--- config.mk ---
export PLATFORM = sky130hd
export DESIGN_NAME = id_operand_stage
export DESIGN_NICKNAME = d
export VERILOG_FILES = /design/src/rtl/id_operand_stage.sv
export SDC_FILE = /design/constraint.sdc
export NUM_CORES = 1
export LEC_CHECK = 0
export CAP_MARGIN = 20
export CORE_AREA = 2 2 165 167
export CTS_CLUSTER_DIAMETER = 60
export DETAILED_ROUTE_END_ITERATION = 16
export DIE_AREA = 0 0 167 169
export DONT_BUFFER_PORTS = 1
export PLACE_DENSITY = 0.6
export SLEW_MARGIN = 30
export SYNTH_ARGS = -nofsm -noshare
export SYNTH_HDL_FRONTEND = slang
export SYNTH_SLANG_ARGS = --single-unit
--- constraint.sdc ---
create_clock -name clk -period 5.21 [get_ports clk]
set_clock_uncertainty 0.1 [all_clocks]
set_input_delay 0.7815 -clock clk [delete_from_list [all_inputs] [get_ports clk]]
set_output_delay 0.7815 -clock clk [all_outputs]
set_load 0.01 [all_outputs]
--- src/rtl/id_operand_stage.sv ---
`default_nettype none
`timescale 1ns/1ps
// ============================================================================
// Module      : id_operand_stage
// Description : MIPS decode/operand stage. Contains the IF->ID register, an
//               instruction hold buffer, a priority bypass network, the
//               load-use interlock and branch/jump resolution.
// Revision    : 1.0 - initial release
// ============================================================================
module id_operand_stage #(
    parameter int DATA_W          = 32,
    parameter int NUM_FWD         = 3,
    parameter int LOAD_USE_STAGES = 1
) (
    input  logic                      clk,
    input  logic                      rst,
    input  logic                      flush,
    input  logic                      stall_id,
    input  logic                      bubble_id,
    input  logic                      if_valid,
    input  logic [31:0]               if_pc,
    input  logic [31:0]               inst_rdata,
    output logic [4:0]                rf_raddr1,
    output logic [4:0]                rf_raddr2,
    input  logic [DATA_W-1:0]         rf_rdata1,
    input  logic [DATA_W-1:0]         rf_rdata2,
    input  logic [NUM_FWD-1:0]        fwd_we,
    input  logic [5*NUM_FWD-1:0]      fwd_waddr,
    input  logic [DATA_W*NUM_FWD-1:0] fwd_wdata,
    input  logic [NUM_FWD-1:0]        fwd_is_load,
    output logic                      id_valid,
    output logic [31:0]               id_pc,
    output logic [31:0]               id_inst,
    output logic [DATA_W-1:0]         rs_val,
    output logic [DATA_W-1:0]         rt_val,
    output logic                      stallreq,
    output logic                      br_taken,
    output logic [31:0]               br_target
);

    localparam logic [5:0] c_op_special = 6'b000000;
    localparam logic [5:0] c_op_regimm  = 6'b000001;
    localparam logic [5:0] c_op_j       = 6'b000010;
    localparam logic [5:0] c_op_jal     = 6'b000011;
    localparam logic [5:0] c_op_beq     = 6'b000100;
    localparam logic [5:0] c_op_bne     = 6'b000101;
    localparam logic [5:0] c_op_blez    = 6'b000110;
    localparam logic [5:0] c_op_bgtz    = 6'b000111;
    localparam logic [5:0] c_op_lui     = 6'b001111;
    localparam logic [5:0] c_fn_sll     = 6'b000000;
    localparam logic [5:0] c_fn_srl     = 6'b000010;
    localparam logic [5:0] c_fn_sra     = 6'b000011;
    localparam logic [5:0] c_fn_jr      = 6'b001000;
    localparam logic [5:0] c_fn_jalr    = 6'b001001;

    logic              r_valid;
    logic [31:0]       r_pc;
    logic              r_hold_v;
    logic [31:0]       r_hold_inst;

    logic [5:0]        w_op;
    logic [5:0]        w_funct;
    logic [4:0]        w_rt_field;
    logic              w_rs_used;
    logic              w_rt_used;
    logic [DATA_W-1:0] w_rs_val;
    logic [DATA_W-1:0] w_rt_val;
    logic              w_rs_load;
    logic              w_rt_load;
    logic              w_stall;
    logic [31:0]       w_pc4;
    logic [31:0]       w_br_tgt;
    logic [31:0]       w_j_tgt;
    logic              w_rs_neg;
    logic              w_rs_zero;
    logic              w_cond;
    logic [31:0]       w_tgt;

    // The hold buffer only captures on the first stalled cycle of a valid entry,
    // because the SRAM word is lost once IF moves on.
    always_ff @(posedge clk) begin
        if (rst || flush) begin
            r_valid     <= 1'b0;
            r_pc        <= 32'd0;
            r_hold_v    <= 1'b0;
            r_hold_inst <= 32'd0;
        end else if (stall_id) begin
            if (!r_hold_v && r_valid) begin
                r_hold_v    <= 1'b1;
                r_hold_inst <= inst_rdata;
            end
        end else if (bubble_id) begin
            r_valid  <= 1'b0;
            r_pc     <= 32'd0;
            r_hold_v <= 1'b0;
        end else begin
            r_valid  <= if_valid;
            r_pc     <= if_pc;
            r_hold_v <= 1'b0;
        end
    end

    assign id_valid  = r_valid;
    assign id_pc     = r_pc;
    assign id_inst   = !r_valid ? 32'd0 : (r_hold_v ? r_hold_inst : inst_rdata);
    assign rf_raddr1 = id_inst[25:21];
    assign rf_raddr2 = id_inst[20:16];

    assign w_op       = id_inst[31:26];
    assign w_funct    = id_inst[5:0];
    assign w_rt_field = id_inst[20:16];

    // Scan oldest to youngest so the lowest matching index ends up selected.
    function automatic void bypass(input  logic [4:0]        addr,
                                   input  logic [DATA_W-1:0] rf_val,
                                   output logic [DATA_W-1:0] val,
                                   output logic              load_hit);
        val      = rf_val;
        load_hit = 1'b0;
        for (int i = NUM_FWD - 1; i >= 0; i--) begin
            if (fwd_we[i] && (fwd_waddr[5*i +: 5] == addr)) begin
                val      = fwd_wdata[DATA_W*i +: DATA_W];
                load_hit = fwd_is_load[i] && (i < LOAD_USE_STAGES);
            end
        end
        if (addr == 5'd0) begin
            val      = '0;
            load_hit = 1'b0;
        end
    endfunction

    always_comb begin
        bypass(rf_raddr1, rf_rdata1, w_rs_val, w_rs_load);
    end

    always_comb begin
        bypass(rf_raddr2, rf_rdata2, w_rt_val, w_rt_load);
    end

    assign rs_val = w_rs_val;
    assign rt_val = w_rt_val;

    assign w_rs_used = !((w_op == c_op_j) || (w_op == c_op_jal) || (w_op == c_op_lui) ||
                         ((w_op == c_op_special) &&
                          ((w_funct == c_fn_sll) || (w_funct == c_fn_srl) || (w_funct == c_fn_sra))));
    assign w_rt_used = (w_op == c_op_special) || (w_op == c_op_beq) || (w_op == c_op_bne) ||
                       (w_op[5:3] == 3'b101);

    assign w_stall  = r_valid && ((w_rs_used && w_rs_load) || (w_rt_used && w_rt_load));
    assign stallreq = w_stall;

    assign w_pc4     = r_pc + 32'd4;
    assign w_br_tgt  = w_pc4 + {{14{id_inst[15]}}, id_inst[15:0], 2'b00};
    assign w_j_tgt   = {w_pc4[31:28], id_inst[25:0], 2'b00};
    assign w_rs_neg  = w_rs_val[DATA_W-1];
    assign w_rs_zero = (w_rs_val == '0);

    always_comb begin
        w_cond = 1'b0;
        w_tgt  = w_br_tgt;
        case (w_op)
            c_op_special: begin
                if ((w_funct == c_fn_jr) || (w_funct == c_fn_jalr)) begin
                    w_cond = 1'b1;
                    w_tgt  = w_rs_val[31:0];
                end
            end
            c_op_regimm: begin
                if (w_rt_field == 5'b00001) begin
                    w_cond = !w_rs_neg;
                end else if (w_rt_field == 5'b00000) begin
                    w_cond = w_rs_neg;
                end
            end
            c_op_j, c_op_jal: begin
                w_cond = 1'b1;
                w_tgt  = w_j_tgt;
            end
            c_op_beq:  w_cond = (w_rs_val == w_rt_val);
            c_op_bne:  w_cond = (w_rs_val != w_rt_val);
            c_op_blez: w_cond = w_rs_neg || w_rs_zero;
            c_op_bgtz: w_cond = !w_rs_neg && !w_rs_zero;
            default:   w_cond = 1'b0;
        endcase
    end

    assign br_taken  = w_cond && r_valid && !w_stall;
    assign br_target = br_taken ? w_tgt : 32'd0;

endmodule
`default_nettype wire

==> results of run 1 <==
[per-stage QoR]
stage / worst slack, ns / util, % / cell area [um2] / TNS (ns)
6_report: -0.378 / 49.9 / 13200 / -11.42
5_1_grt: -0.548 / 49.9 / 13200 / -16.98
4_1_cts: -0.303 / 47.7 / 12600 / -8.64
3_5_place_dp: -0.657 / 44.2 / 11700 / -20.15
3_3_place_gp: -0.649 / 44.2 / 11700 / -20.10
2_1_floorplan: 0.0961 / - / 9230 / 0
[routing by layer]
metal	global-route usage, %	vias to the layer above	part of all wire, %
met5	0	-	0
met4	18.9	0	6.7
met3	7.06	165	8.9
met2	55.6	616	48
met1	35.6	5441	36
li1	-	5406	-
[critical path, cell delays in order (launching register included)]
cell,delay [ns]
dfxtp_4,0.38
buf_12,0.14
buf_16,0.14
mux2i_4,0.19
buf_4,0.14
or3_1,0.30
nand3_1,0.11
nor4_2,0.05
buf_4,0.14
or3_4,0.41
buf_6,0.22
o221ai_1,0.40
o21bai_1,0.19
o2111ai_2,0.15
nor4_1,0.30
and4_4,0.30
mux2i_4,0.25
buf_6,0.16
buf_12,0.15
a21oi_1,0.08
buf_4,0.17
[cells in the mapped netlist, types with 7 or more instances]
library cell	n	area [um2]
a21o_1	15	113
a21oi_1	111	556
a221oi_1	13	114
a22oi_1	54	405
a31oi_1	16	100
and3_1	13	81.3
and4_1	7	61.3
buf_2	15	75.1
buf_4	15	113
clkbuf_1	68	255
dfxtp_1	66	1320
ha_1	30	375
inv_1	60	225
mux2_2	17	191
mux2i_1	82	821
nand2_1	149	559
nand2b_1	9	56.3
nand3_1	62	310
nand4_1	25	156
nor2_1	112	420
nor3_1	21	105
nor4_1	24	150
o21ai_0	51	255
o221ai_1	34	298
o22a_1	8	70.1
o22ai_1	9	56.3
o311ai_0	7	61.3
or3_1	17	106
xnor2_1	62	543
xor2_1	32	280
[layout by cell type (no fill, tap or decap), types with 8 or more instances in the layout]
| master | Yosys | layout |
|---|---|---|
| a21o_1 | 15 | 15 |
| a21oi_1 | 111 | 94 |
| a21oi_2 | 0 | 14 |
| a221oi_1 | 13 | 12 |
| a22oi_1 | 54 | 54 |
| a31oi_1 | 16 | 15 |
| and3_1 | 13 | 10 |
| buf_12 | 0 | 19 |
| buf_4 | 15 | 303 |
| buf_6 | 3 | 21 |
| clkbuf_16 | 0 | 12 |
| dfxtp_1 | 66 | 65 |
| ha_1 | 30 | 30 |
| inv_1 | 60 | 60 |
| mux2_2 | 17 | 18 |
| mux2i_1 | 82 | 60 |
| mux2i_2 | 1 | 12 |
| mux2i_4 | 0 | 11 |
| nand2_1 | 149 | 147 |
| nand3_1 | 62 | 60 |
| nand4_1 | 25 | 25 |
| nor2_1 | 112 | 108 |
| nor3_1 | 21 | 18 |
| nor4_1 | 24 | 18 |
| nor4_4 | 3 | 8 |
| o21ai_0 | 51 | 49 |
| o221ai_1 | 34 | 22 |
| o221ai_2 | 1 | 12 |
| o22a_1 | 8 | 8 |
| or3_1 | 17 | 13 |
| xnor2_1 | 62 | 60 |
| xor2_1 | 32 | 31 |
[logic make-up (layout without fill, tap and decap cells)]
logic type / after synthesis / count (layout)
multiplexers: 101 / 101
adder cells (fa/ha/maj): 31 / 31
XOR/XNOR: 94 / 94
other: 0 / 1
AND/OR/NAND/NOR: 481 / 481
flip-flops: 66 / 66
AO/OA/AOI/OAI: 377 / 377
buffers and inverters: 168 / 427
[power groups by stage]
stage	logic [mW]	clock network, mW	registers (mW)
final	0.488	0.679	0.517
after global routing	0.518	0.713	0.517
after CTS	0.464	0.689	0.516
after detailed placement	0.422	0	0.528
after global placement	0.420	0	0.528
after floorplan	0.237	0	0.530
[timing repair]
action,in CTS,in global routing
resized for setup,90,73
pin swaps,12,17
setup buffers,16,18
gates cloned,3,3
setup endpoints to repair,33,33
[path summary, 6_finish.rpt]
| check | startpoint | to | slack (ns) | depth (start not counted) |
|---|---|---|---|---|
| worst max register to register | r_hold_v$_SDFFE_PP0P_ | r_hold_inst[26]$_SDFFE_PP0P_ | 3.00 | 6 |
| worst min register to register | r_hold_inst[10]$_SDFFE_PP0P_ | r_hold_inst[10]$_SDFFE_PP0P_ | 0.35 | 2 |
| worst min-delay path | r_hold_inst[10]$_SDFFE_PP0P_ | r_hold_inst[10]$_SDFFE_PP0P_ | 0.35 | 2 |
| worst max-delay path | r_hold_v$_SDFFE_PP0P_ | br_target[8] | -0.38 | 20 |
[flip-flops by register name, summed over array words and instances (netlist names)]
name / count
id_pc: 32
id_valid: 1
r_hold_inst: 32
r_hold_v: 1
[final cells by class]
class,instances,area (um2)
multi-input cells,1084,7880
clock inverters,5,85.1
clock buffers,11,243
diodes,1,2.50
well taps,341,427
inverters,62,233
repair buffers,349,3020
fillers,2673,13300
flip-flops and latches,66,1330
==> results.txt, run 1 <==
Count of final hold-check violations: 0
Initial antenna violation count: 2
Post-Synth Simple-Gate Area: 25.8%
Worst slew pin tran: 0.837 ns
First-pass iteration count of the detailed router: 5
Switching share of power: 31.0%
Number of global-route vias before repair: 11198
RePlAce Congestion: 0.959
Final min period: 5.59 ns
Reg power frac: 30.7%
DRC: 0
Largest family of logic cells by synthesized area: compound AO/OA/AOI/OAI gates
Max VDD drop: 159 uV
DRT iter0 DRCs: 899
Rel. slew slack: 43.9%
CTS Sinks: 66
Largest net degree at the start of global routing: 67
Tot GR Track Use: 31.9%
Number of flops mapped to enable cells by yosys: 0
WL per Instance: 25.3 um
Max-slew violation count: 0
CTS Hold Bufs: 0
CTS tree: done
Final Hold Slack: 0.354 ns
Max Root-Sink Buffers: 2
Die height: 169 um
Drt via density: 6.06
Flops & latches, synth: 66
Net load switching power: 0.523 mW
Post-DRT Antenna Nets: 0
P_leak: 5.29 nW
Fin nets: 1854
DP Cell Count: 1862
Global route overflow: 0
Post-Syn Area: 9230 um2
CTS clock-pin slew for the worst setup and hold paths: 0.06 ns
Post-synth ARST share: 0%
Crit path DAT: 4.71 ns
CP startpoint kind: flop
Failing checks: setup timing
Initial Util: 34.8%
Comb power frac: 29.0%
Status: finished with violations
Die area: 28200 um2
Synth warn: 0
Syn avg cell area: 7.00 um2
Syn nets: 1600
Core footprint: 26500 um2
Root Buffer: clkbuf_16
Final setup fails: 33
Pwr dens: 127 nW/um2
Total Power: 1.68 mW
Share of cells above drive strength 1: 31.6%
Synth Instances: 1318
Distinct cells, synth: 80
Sequential-to-total area share from yosys stat: 14.3%
Max_cap viols: 0
Post-Synth XOR/XNOR Area: 8.92%
Crit share post-route: 107%
Required time of the worst setup path: 4.33 ns
Num CTS Buffers: 9
Post-synthesis compound-gate area fraction: 27.6%
Routed wire length: 48600 um
Finished Layout Cells: 1919
Row count: 60
Die X: 167 um
DR vias: 11628
CP endpoint kind: output pin
Critical path peak fanout: 22
PortBufs: 0
Max Fclk: 179 MHz
Worst hold path type: flop to flop
RSZ-0062 raised after global routing: yes
Commonest register cell after synthesis: dfxtp_1
Critical path class: flop to output pin
Synth Area in Adders: 4.29%
Multiplexer area fraction after synthesis: 11.2%
Setup WS post-layout: -0.378 ns
Global-route wire length before repair: 68500 um
Clock power share: 40.3%
Area growth, synth to finish: 43.3%
Internal: 1.16 mW
Skew-Pair Late Insertion Delay: 0.34 ns
HPWL after DPL: 39100 um
H-Tree Depth: 3
I/O Pins: 424
No activity file was read; power rests on OpenSTA's default activity.
==> run 2, diff against run 1 <==
CORE_AREA = 2 2 162 164   (was 2 2 165 167)
DIE_AREA = 0 0 164 166   (was 0 0 167 169)
PLACE_DENSITY = 0.59   (was 0.6)
TNS_END_PERCENT = 10   (was not set)
clock period = 6.59 ns   (was 5.21 ns; I/O delays follow)
==> run 2 against run 1 <==
- final area decreased by 19%
- sequential cell count unchanged
- clock-buffer cell count decreased by 1
- cell count decreased by 11%
- worst setup slack improved by 0.61 ns
- clock power decreased by 27%
- non-clock buffer count decreased by 213
- power decreased by 28%
- largest power group unchanged
- utilization decreased by 8.3 points
- critical path depth decreased by 4
- sequential share of layout area increased by 2.4 points
- sequential power decreased by 20%
- the run now ends clean
==> results.txt, run 2 (synthesis gave the netlist of run 1 again) <==
Final instance area: 10700 um2 (was 13200 um2)
CTS Sinks: 66 (unchanged)
Crit-path slowest cell: o22a_1 (was or3_4)
Core footprint: 25600 um2 (was 26500 um2)
Hold Crit Depth: 2 (unchanged)
DP Cell Count: 1683 (was 1862)
Worst reg-to-reg setup slack: 4.40 ns (was 3.00 ns)
Status: finished clean (was finished with violations)
Max VDD drop: 116 uV (was 159 uV)
Most common cell on crit path: buf_4 (unchanged)
Skew-Pair Late Insertion Delay: 0.34 ns (about the same)
Fill cell count: 2755 (was 2673)
Setup WS post-layout: 0.229 ns (was -0.378 ns)
Critical-path cell list: mux2i_1, nand2b_1, xnor2_1, nor4_4, buf_12, buf_4, mux2i_1, o22a_1, xor2_1, nand4_1, nor4_2, buf_4, and4_1, mux2i_4, buf_4, o2bb2a_1 (was buf_12, buf_16, mux2i_4, buf_4, or3_1, nand3_1, nor4_2, buf_4, or3_4, buf_6, o221ai_1, o21bai_1, o2111ai_2, nor4_1, and4_4, mux2i_4, buf_6, buf_12, a21oi_1, buf_4)
Max Fclk: 157 MHz
Crit share post-route: 96.5%
Pre-CTS setup slack: -0.150 ns (was -0.657 ns)
Post-DRT Antenna Nets: 0 (unchanged)
DRT iter0 DRCs: 1010 (was 899)
Max-slew violation count: 0 (unchanged)
Drt via density: 6.35 (was 6.06)
Hold Crit Endpoint: r_hold_inst[4]$_SDFFE_PP0P_ (was r_hold_inst[10]$_SDFFE_PP0P_)
CP endpoint kind: output pin (unchanged)
CTS clock-pin slew for the worst setup and hold paths: 0.06 ns (about the same)
Post-CTS Setup Repair Bufs: 0 (was 16)
Area of the multi-input gates: 7270 um2 (was 7880 um2)
RePlAce Congestion: 0.937 (was 0.959)
Final core utilization: 41.6% (was 49.9%)
DRC: 0 (unchanged)
Area growth, synth to finish: 15.6% (was 43.3%)
Max Root-Sink Buffers: 2 (unchanged)
Fin nets: 1641 (was 1854)
Final setup fails: 0 (was 33)
Number of global-route vias before repair: 10374 (was 11198)
Count of final hold-check violations: 0 (unchanged)
PortBufs: 0 (unchanged)
Row count: 59 (was 60)
Rel. slew slack: 39.8% (was 43.9%)
Largest net degree at the start of global routing: 67 (unchanged)
Final Hold Slack: 0.356 ns (was 0.354 ns)
Placed inst area: 10300 um2 (was 11700 um2)
Required time of the worst setup path: 5.50 ns (was 4.33 ns)
Worst hold path type: flop to flop (unchanged)
Final min period: 6.36 ns
Worst R2R Path Depth: 6 (unchanged)
Die height: 166 um (was 169 um)
Global-route wire length before repair: 66200 um (was 68500 um)
Critical path class: input pin to output pin (was flop to output pin)
Finished Layout Cells: 1701 (was 1919)
Crit path DAT: 5.27 ns (was 4.71 ns)
DR vias: 10802 (was 11628)
P_leak: 3.97 nW (was 5.29 nW)
Die X: 164 um (was 167 um)
Worst reg2reg path endpoint: r_hold_inst[0]$_SDFFE_PP0P_ (was r_hold_inst[26]$_SDFFE_PP0P_)
CTS tree: done (unchanged)
Share of cells above drive strength 1: 14.6% (was 31.6%)
Worst slew pin tran: 0.904 ns (was 0.837 ns)
Routed wire length: 45700 um (was 48600 um)
H-Tree Depth: 3 (unchanged)
First-pass iteration count of the detailed router: 5 (unchanged)
I/O Pins: 424 (unchanged)
Hold path start: r_hold_inst[4]$_SDFFE_PP0P_ (was r_hold_inst[10]$_SDFFE_PP0P_)
Total Power: 1.20 mW (was 1.68 mW)
Pwr dens: 113 nW/um2 (was 127 nW/um2)
Root Buffer: clkbuf_16 (unchanged)
Setup TNS: 0 ns (was -11.42 ns)
Max_cap viols: 0 (unchanged)
RSZ-0062 raised after global routing: no (was yes)
Initial antenna violation count: 4 (was 2)
CP peak stage delay: 0.40 ns (was 0.41 ns)
WL per Instance: 26.8 um (was 25.3 um)
Num CTS Buffers: 9 (unchanged)
Critical path peak fanout: 30 (was 22)
Seq. cell area: 1330 um2 (unchanged)
Most frequent cells in the layout: 148 x nand2_1, 129 x buf_4, 111 x nor2_1, 111 x a21oi_1, 81 x mux2i_1 (was 303 x buf_4, 147 x nand2_1, 108 x nor2_1)
Die area: 27200 um2 (was 28200 um2)
Most common cell after layout, fill and taps aside: nand2_1 (was buf_4)
CP startpoint kind: input pin (was flop)
Tot GR Track Use: 32.0% (was 31.9%)
HPWL after DPL: 36600 um (was 39100 um)
Reg2reg start: id_valid$_SDFFE_PP0N_ (was r_hold_v$_SDFFE_PP0P_)
Global route overflow: 0 (unchanged)
Initial Util: 36.0% (was 34.8%)
## run 2: what timing repair did
item | 4_1_cts | 5_1_grt
hold buffers | 0 | 0
endpoints found under the setup margin | 33 | 33
resized for setup | 3 | 7
## run 2: how the worst max path moves through the flow
| stage | start | endpoint | slack, ns |
|---|---|---|---|
| floorplan | r_hold_v$_SDFFE_PP0P_ | br_target[31] | 0.84 |
| global placement | inst_rdata[19] | br_target[15] | -0.10 |
| detailed placement | inst_rdata[19] | br_target[15] | -0.15 |
| CTS | r_hold_v$_SDFFE_PP0P_ | br_target[15] | 0.07 |
| global route | r_hold_v$_SDFFE_PP0P_ | br_target[30] | 0.04 |
| finish | inst_rdata[23] | br_target[15] | 0.23 |
## run 2: where the power goes
part / internal [mW] / leakage, nW / total, mW / switching [mW]
sequential: 0.403 / 0.534 / 0.412 / 0.00876
clock: 0.303 / 0.141 / 0.499 / 0.196
combinational: 0.109 / 3.30 / 0.294 / 0.185
total: 0.815 / 3.97 / 1.20 / 0.389
## run 2: cell type report
type                    instances  share of cell area (%)
diodes                          3                  0.0704
clock buffers                  10                    2.24
clock inverters                 5                   0.587
inverters                      62                    2.18
multi-input cells            1084                    68.2
flip-flops and latches         66                    12.4
well taps                     335                    3.93
repair buffers                136                    10.3
## run 2: routing by layer
metal	routed length [um]	global-route usage, %
met5	0	0
met4	2260	14.6
met3	3980	7.52
met2	21900	54.8
met1	17500	37.7
## run 2: critical path: cells and delay by family
kind,cells,cell delay (ns)
xor gates and xnor gates,2,0.35
muxes,3,0.75
and+or+nand+nor,5,1.45
buffers and inverters,4,0.97
AOI/OAI and AO/OA,2,0.72
